## src/rtl/uprj_slot_pkg.sv

```systemverilog
// Shared types and defaults for the user-project slot sequencer.
// Holds the FSM state encoding and the counter-width helper.
package uprj_slot_pkg;

    typedef enum logic [1:0] {
        IDLE    = 2'd0,
        QUIESCE = 2'd1,
        SWITCH  = 2'd2,
        HOLD    = 2'd3
    } slot_state_t;

    localparam int DEF_NUM_SLOTS    = 4;
    localparam int DEF_SEL_W        = 2;
    localparam int DEF_BUS_W        = 128;
    localparam int DEF_QUIET_CYCLES = 4;
    localparam int DEF_RST_CYCLES   = 16;

    // One counter serves both the quiesce and the hold window, so size it for the longer one.
    function automatic int cnt_width(input int quiet_cycles, input int rst_cycles);
        int longest;
        longest = (quiet_cycles > rst_cycles) ? quiet_cycles : rst_cycles;
        return $clog2(longest + 1);
    endfunction

    localparam int CNT_W = cnt_width(DEF_QUIET_CYCLES, DEF_RST_CYCLES);

endpackage

```

## src/rtl/uprj_slot_ctrl_if.sv

```systemverilog
// Request/select and return-bus signals between the fabric (master) and the slot controller (slave).
interface uprj_slot_ctrl_if #(
    parameter int NUM_SLOTS = uprj_slot_pkg::DEF_NUM_SLOTS,
    parameter int SEL_W     = uprj_slot_pkg::DEF_SEL_W,
    parameter int BUS_W     = uprj_slot_pkg::DEF_BUS_W
);
    logic                       req_valid;
    logic [SEL_W-1:0]           req_slot;
    logic                       req_ready;
    logic [SEL_W-1:0]           active_slot;
    logic [NUM_SLOTS-1:0]       slot_rst;
    logic                       switching;
    logic                       done_pulse;
    logic                       err_bad_slot;
    logic [NUM_SLOTS*BUS_W-1:0] slot_in;
    logic [BUS_W-1:0]           bus_out;

    modport master (
        output req_valid, req_slot, slot_in,
        input  req_ready, active_slot, slot_rst, switching, done_pulse, err_bad_slot, bus_out
    );

    modport slave (
        input  req_valid, req_slot, slot_in,
        output req_ready, active_slot, slot_rst, switching, done_pulse, err_bad_slot, bus_out
    );

endinterface

```

## src/rtl/uprj_bus_mux.sv

```systemverilog
// Registered, gated NUM_SLOTS:1 return-bus multiplexer.
// Unused select codes map to an all-zero way so the index is always in range.
module uprj_bus_mux import uprj_slot_pkg::*; #(
    parameter int NUM_SLOTS = DEF_NUM_SLOTS,
    parameter int SEL_W     = DEF_SEL_W,
    parameter int BUS_W     = DEF_BUS_W
) (
    input  logic                       CLK,
    input  logic                       resetn,
    input  logic [NUM_SLOTS*BUS_W-1:0] slot_in,
    input  logic [SEL_W-1:0]           sel,
    input  logic                       en,
    output logic [BUS_W-1:0]           bus_out
);
    localparam int NUM_WAYS = 1 << SEL_W;

    logic [BUS_W-1:0] way_data [NUM_WAYS];

    genvar gi;
    generate
        for (gi = 0; gi < NUM_WAYS; gi++) begin : g_way
            if (gi < NUM_SLOTS) begin : g_slot
                assign way_data[gi] = slot_in[gi*BUS_W +: BUS_W];
            end else begin : g_pad
                assign way_data[gi] = '0;
            end
        end
    endgenerate

    always_ff @(posedge CLK or negedge resetn) begin
        if (!resetn) begin
            bus_out <= '0;
        end else if (en) begin
            bus_out <= way_data[sel];
        end else begin
            bus_out <= '0;
        end
    end

endmodule

```

## src/rtl/uprj_slot_ctrl.sv

```systemverilog
// Slot-switch sequencer: quiesce old slot, switch the return-bus mux, hold new slot in reset, release.
// All control outputs are registered straight out of the FSM.
module uprj_slot_ctrl import uprj_slot_pkg::*; #(
    parameter int NUM_SLOTS    = DEF_NUM_SLOTS,
    parameter int SEL_W        = DEF_SEL_W,
    parameter int BUS_W        = DEF_BUS_W,
    parameter int QUIET_CYCLES = DEF_QUIET_CYCLES,
    parameter int RST_CYCLES   = DEF_RST_CYCLES
) (
    input  logic            CLK,
    input  logic            resetn,
    uprj_slot_ctrl_if.slave sif
);
    localparam int              CW         = cnt_width(QUIET_CYCLES, RST_CYCLES);
    localparam logic [CW-1:0]   QUIET_LOAD = CW'(QUIET_CYCLES - 1);
    localparam logic [CW-1:0]   RST_LOAD   = CW'(RST_CYCLES - 1);

    slot_state_t          state_reg;
    logic [CW-1:0]        cnt_reg;
    logic [SEL_W-1:0]     target_reg;
    logic [SEL_W-1:0]     active_reg;
    logic [NUM_SLOTS-1:0] slot_rst_reg;
    logic                 ready_reg;
    logic                 switching_reg;
    logic                 done_reg;
    logic                 err_reg;
    logic                 bus_en_reg;
    logic                 accept;
    logic                 req_bad;

    // Every slot in reset except the one currently routed to the bus.
    function automatic logic [NUM_SLOTS-1:0] run_mask(input logic [SEL_W-1:0] slot);
        logic [NUM_SLOTS-1:0] mask;
        for (int k = 0; k < NUM_SLOTS; k++) begin
            mask[k] = (32'(slot) != k);
        end
        return mask;
    endfunction

    assign accept  = sif.req_valid & ready_reg;
    assign req_bad = (32'(sif.req_slot) >= NUM_SLOTS);

    always_ff @(posedge CLK or negedge resetn) begin
        if (!resetn) begin
            state_reg     <= HOLD;
            cnt_reg       <= RST_LOAD;
            target_reg    <= '0;
            active_reg    <= '0;
            slot_rst_reg  <= '1;
            ready_reg     <= 1'b0;
            switching_reg <= 1'b1;
            done_reg      <= 1'b0;
            err_reg       <= 1'b0;
            bus_en_reg    <= 1'b0;
        end else begin
            done_reg <= 1'b0;
            case (state_reg)
                IDLE: begin
                    if (accept) begin
                        // Out-of-range requests are swallowed; only the sticky flag records them.
                        if (req_bad) begin
                            err_reg <= 1'b1;
                        end else begin
                            target_reg    <= sif.req_slot;
                            cnt_reg       <= QUIET_LOAD;
                            state_reg     <= QUIESCE;
                            ready_reg     <= 1'b0;
                            switching_reg <= 1'b1;
                            slot_rst_reg  <= '1;
                            bus_en_reg    <= 1'b0;
                        end
                    end
                end
                QUIESCE: begin
                    if (cnt_reg == '0) begin
                        state_reg <= SWITCH;
                    end else begin
                        cnt_reg <= cnt_reg - CW'(1);
                    end
                end
                SWITCH: begin
                    active_reg <= target_reg;
                    cnt_reg    <= RST_LOAD;
                    state_reg  <= HOLD;
                end
                HOLD: begin
                    if (cnt_reg == '0) begin
                        state_reg     <= IDLE;
                        ready_reg     <= 1'b1;
                        switching_reg <= 1'b0;
                        done_reg      <= 1'b1;
                        bus_en_reg    <= 1'b1;
                        slot_rst_reg  <= run_mask(active_reg);
                    end else begin
                        cnt_reg <= cnt_reg - CW'(1);
                    end
                end
                default: begin
                    state_reg <= HOLD;
                    cnt_reg   <= RST_LOAD;
                end
            endcase
        end
    end

    assign sif.req_ready    = ready_reg;
    assign sif.active_slot  = active_reg;
    assign sif.slot_rst     = slot_rst_reg;
    assign sif.switching    = switching_reg;
    assign sif.done_pulse   = done_reg;
    assign sif.err_bad_slot = err_reg;

    uprj_bus_mux #(
        .NUM_SLOTS (NUM_SLOTS),
        .SEL_W     (SEL_W),
        .BUS_W     (BUS_W)
    ) u_bus_mux (
        .CLK     (CLK),
        .resetn  (resetn),
        .slot_in (sif.slot_in),
        .sel     (active_reg),
        .en      (bus_en_reg),
        .bus_out (sif.bus_out)
    );

endmodule

```

## src/flat_wrapper.sv

```systemverilog
// flat-port wrapper written by rule: the top's interface ports become plain ports
module uprj_slot_ctrl_flat import uprj_slot_pkg::*;
#(
    parameter int NUM_SLOTS    = DEF_NUM_SLOTS,
    parameter int SEL_W        = DEF_SEL_W,
    parameter int BUS_W        = DEF_BUS_W,
    parameter int QUIET_CYCLES = DEF_QUIET_CYCLES,
    parameter int RST_CYCLES   = DEF_RST_CYCLES
)
  (CLK, resetn, sif_req_valid, sif_req_slot, sif_slot_in, sif_req_ready, sif_active_slot, sif_slot_rst, sif_switching, sif_done_pulse, sif_err_bad_slot, sif_bus_out);
  uprj_slot_ctrl_if #(.NUM_SLOTS(NUM_SLOTS), .SEL_W(SEL_W), .BUS_W(BUS_W)) sif_i ();
  input  logic CLK;
  input  logic resetn;
  input wire logic [$bits(sif_i.req_valid)-1:0] sif_req_valid;
  input wire logic [$bits(sif_i.req_slot)-1:0] sif_req_slot;
  input wire logic [$bits(sif_i.slot_in)-1:0] sif_slot_in;
  output wire logic [$bits(sif_i.req_ready)-1:0] sif_req_ready;
  output wire logic [$bits(sif_i.active_slot)-1:0] sif_active_slot;
  output wire logic [$bits(sif_i.slot_rst)-1:0] sif_slot_rst;
  output wire logic [$bits(sif_i.switching)-1:0] sif_switching;
  output wire logic [$bits(sif_i.done_pulse)-1:0] sif_done_pulse;
  output wire logic [$bits(sif_i.err_bad_slot)-1:0] sif_err_bad_slot;
  output wire logic [$bits(sif_i.bus_out)-1:0] sif_bus_out;
  assign sif_i.req_valid = sif_req_valid;
  assign sif_i.req_slot = sif_req_slot;
  assign sif_i.slot_in = sif_slot_in;
  assign sif_req_ready = sif_i.req_ready;
  assign sif_active_slot = sif_i.active_slot;
  assign sif_slot_rst = sif_i.slot_rst;
  assign sif_switching = sif_i.switching;
  assign sif_done_pulse = sif_i.done_pulse;
  assign sif_err_bad_slot = sif_i.err_bad_slot;
  assign sif_bus_out = sif_i.bus_out;
  uprj_slot_ctrl #(.NUM_SLOTS(NUM_SLOTS), .SEL_W(SEL_W), .BUS_W(BUS_W), .QUIET_CYCLES(QUIET_CYCLES), .RST_CYCLES(RST_CYCLES)) u_core (.CLK(CLK), .resetn(resetn), .sif(sif_i));
endmodule
```

## config.mk

```make
export PLATFORM = sky130hd
export DESIGN_NAME = uprj_slot_ctrl_flat
export DESIGN_NICKNAME = d
export VERILOG_FILES = /design/src/rtl/uprj_slot_pkg.sv /design/src/rtl/uprj_slot_ctrl_if.sv /design/src/rtl/uprj_bus_mux.sv /design/src/rtl/uprj_slot_ctrl.sv /design/src/flat_wrapper.sv
export SDC_FILE = /design/constraint.sdc
export NUM_CORES = 1
export LEC_CHECK = 0
export CORE_AREA = 3 3 250 252
export DETAILED_ROUTE_END_ITERATION = 10
export DIE_AREA = 0 0 253 255
export PLACE_DENSITY_LB_ADDON = 0.05
export RECOVER_POWER = 25
export SETUP_SLACK_MARGIN = 0.1
export SLEW_MARGIN = 20
export SYNTH_ARGS = -nofsm -noshare
export SYNTH_HDL_FRONTEND = slang
export SYNTH_SLANG_ARGS = --single-unit
```

## constraint.sdc

```tcl
create_clock -name CLK -period 1.8 [get_ports CLK]
set_input_delay 0.18 -clock CLK [delete_from_list [all_inputs] [get_ports CLK]]
set_output_delay 0.18 -clock CLK [all_outputs]
set_load 0.02 [all_outputs]
```

==> results of run 1 <==
[synth_stat cells, types with 2 or more instances]
cell type / count
o21a_1: 2
buf_6: 9
o211ai_1: 2
nor3_1: 2
and2_1: 129
nor2_1: 6
or2_2: 2
mux4_2: 128
a21oi_1: 2
mux2i_1: 3
clkbuf_1: 21
dfrtp_1: 135
o21ai_0: 2
nor2b_1: 4
nand2_1: 2
inv_1: 5
buf_2: 15
dfstp_2: 11
nand3_1: 2
mux2_2: 5
ha_1: 6
[repair_timing]
item | 4_1_cts | 5_1_grt
hold buffers | 1 | 0
pin swaps | 2 | 3
buffers inserted | 5 | 7
endpoints found under the setup margin | 94 | 90
gates cloned | 3 | 2
gates resized for setup | 93 | 21
endpoints found under the hold margin | 128 | 0
[critical path: stages, from the launching register on]
cell and delay (ns):
dfrtp_4 0.49, buf_12 0.19, buf_12 0.14, mux4_2 0.54
and2_1 0.22
[report_power, final]
| part | switching, mW | leakage [nW] | internal, mW | total (mW) |
|---|---|---|---|---|
| Clock | 1.58 | 0.288 | 2.11 | 3.69 |
| Sequential | 0 | 2.00 | 3.28 | 3.28 |
| Combinational | 0.290 | 4.55 | 1.16 | 1.45 |
[worst max path at each step]
stage	to	slack [ns]	cells past startpoint
2_1_floorplan	u_core.state_reg[1]	0.12	5
3_3_place_gp	u_core.state_reg[1]	0.05	5
3_5_place_dp	u_core.state_reg[1]	0.03	5
4_1_cts	u_core.u_bus_mux.bus_out[63]	0.02	4
5_1_grt	u_core.u_bus_mux.bus_out[15]	0.01	4
6_report	u_core.u_bus_mux.bus_out[124]	0.07	4
[stage by stage]
step                instances  worst slack [ns]
finish                   1994            0.0665
global route             1993           0.00986
CTS                      1981            0.0205
detailed placement       1940            0.0275
global placement         1940            0.0532
floorplan                 514             0.115
[layout make-up]
class	count	area, sq um	area share [%]
timing repair buffer	708	7220	43.1
tap	782	978	5.85
sequential	146	3680	22.0
multi-input combinational	317	4240	25.4
antenna	4	10.0	0.0598
clock inverter	8	73.8	0.441
clock buffer	24	512	3.06
inverter	5	18.8	0.112
[layer usage]
layer | up-vias | GRT usage, % | wire length, microns
li1 | 3337 | - | -
met4 | 8 | 4.30 | 674
met2 | 326 | 28.3 | 27500
met3 | 32 | 5.68 | 3960
met1 | 3828 | 16.1 | 18100
met5 | - | 0 | 55
[logic make-up after synthesis]
group | count (synthesis) | share of synthesized area [%]
other | 1 | 0.0462
AOI/OAI and AO/OA | 21 | 1.90
and+or+nand+nor | 153 | 11.9
buffers and inverters | 51 | 3.47
adders and majority gates | 6 | 0.925
muxes | 136 | 36.6
DFF | 146 | 45.2
==> flow_metrics.py, run 1 <==
metrics = {
    "global_routing": {
        "grt_pass1_vias": 8371,
        "grt_pass1_wl_microns": 67000,
        "grt_util_all_layers_pct": 15.2,
        "grt-ovfl-total": 0,
        "grt_max_degree": 95,
        "antenna_found_initial": 7,
    },
    "clocking": {
        "insertion_delay_ns": 0.48,
        "path_clk_slew_ns": 0.07,
        "cts_tree": "yes",
        "cts.sinks": 146,
        "clk_path_buf_depth": 2,
        "cts_buffers": 17,
        "cts_htree_levels": 4,
        "cts_root_buf": "clkbuf_16",
    },
    "cells_and_area": {
        "syn2layout_area_growth_pct": 106,
        "final_cell_mix": "578 x clkdlybuf4s50_1, 132 x dfrtp_1, 128 x mux4_2",
        "drive_above_1_share_pct": 21.5,
        "fin_nets": 1718,
        "fillers": 6263,
        "final_common_cell": "clkdlybuf4s50_1",
        "largest_reg_flops": 128,
        "utilization_pct": 27.7,
        "stdcell_area_sq_um": 16700,
    },
    "worst_setup_path": {
        "arrival_ns": 2.08,
        "r2r-end": "u_core.u_bus_mux.bus_out[124]",
        "startpoint_type": "flip-flop",
        "critPathMaxFanout": 7,
        "cp-end-kind": "flip-flop",
        "reg2reg_depth": 4,
        "critPathLaunch": "u_core.sif.active_slot[0]",
        "cp.required_ns": 2.15,
        "rr_startpoint": "u_core.sif.active_slot[0]",
        "rrSetupSlack_ns": 0.07,
        "path_class": "flip-flop to flip-flop",
    },
    "power_and_ir_drop": {
        "totalPowerFinal_mw": 8.43,
        "ir_drop_uv": 636,
        "power_density_nw_per_um2": 504,
        "p_leak_nw": 6.84,
    },
    "drt": {
        "dr.pass1.iters": 4,
        "wl_microns": 50300,
        "postRouteAntennaNets": 0,
        "avgRoutedWirePerCell_microns": 25.2,
        "drtIter0Drc": 195,
        "vias": 7531,
        "vias_per_cell": 3.78,
        "drc": 0,
    },
    "placed_design": {
        "placed_area_sq_um": 15800,
        "port_buffers": 653,
        "dpl.hpwl_microns": 40700,
        "gp_congestion": 0.745,
    },
    "synthesis": {
        "synth_cells": 514,
        "synthTopCellsByArea": "dfrtp_1 42%, mux4_2 36%, and2_1 9.9%",
        "synth_top_area_cell": "dfrtp_1",
        "ys_types": 42,
        "yosysWarnings": 0,
        "synth_top_area_share_pct": 41.6,
        "synth_async_sr_flop_share_pct": 100,
        "syn_avg_cell_area_sq_um": 15.8,
        "synthFlopType": "dfrtp_1",
        "seq_area_frac_synth_pct": 45.2,
        "synth_nets": 1037,
        "yosys_register_bits": 146,
        "synth_area_sq_um": 8110,
        "synth-edff-count": 0,
    },
    "sta": {
        "worst_pin_slew_ns": 0.741,
        "fmax_ghz": 0.577,
        "finalSetupViolCount": 0,
        "hold_slack_ns": 0.299,
        "slew_headroom_pct": 50.6,
        "hold_viol_final": 0,
        "rsz0062_at_grt": "yes",
        "tns_ns": 0,
        "layout_min_cycle_time_ns": 1.73,
        "finalCritPeriodShare_pct": 96.3,
        "maxSlewViolCount": 0,
        "fin_worst_skew_ns": 0.0135,
    },
    "die": {
        "die_w_microns": 253,
        "rows": 90,
        "coreArea_sq_um": 60400,
        "die_h_microns": 255,
        "die_area_sq_um": 64500,
        "initial_core_util_pct": 13.4,
        "io_pins": 655,
    },
    "worst_hold_path": {
        "hold_path_class": "input pin to async pin",
    },
    "run": {
        "maxCapViolCount": 0,
    },
    "run_status": {
        "status": "completed",
    },
}
No activity file was read; power rests on OpenSTA's default activity.
==> run 2: changes to the inputs <==
--- a/config.mk
+++ b/config.mk
@@ -11,7 +11,6 @@
 export PLACE_DENSITY_LB_ADDON = 0.05
 export RECOVER_POWER = 25
 export SETUP_SLACK_MARGIN = 0.1
-export SLEW_MARGIN = 20
 export SYNTH_ARGS = -nofsm -noshare
 export SYNTH_HDL_FRONTEND = slang
 export SYNTH_SLANG_ARGS = --single-unit
==> results of run 2 <==
No change in the layout: final DEF, timing and power equal those of run 1.
==> run 3: changes to the inputs <==
--- a/config.mk
+++ b/config.mk
@@ -5,6 +5,7 @@
 export SDC_FILE = /design/constraint.sdc
 export NUM_CORES = 1
 export LEC_CHECK = 0
+export CAP_MARGIN = 5
 export CORE_AREA = 3 3 250 252
 export DETAILED_ROUTE_END_ITERATION = 10
 export DIE_AREA = 0 0 253 255
==> results of run 3 <==
No change in the layout: final DEF, timing and power equal those of run 1.
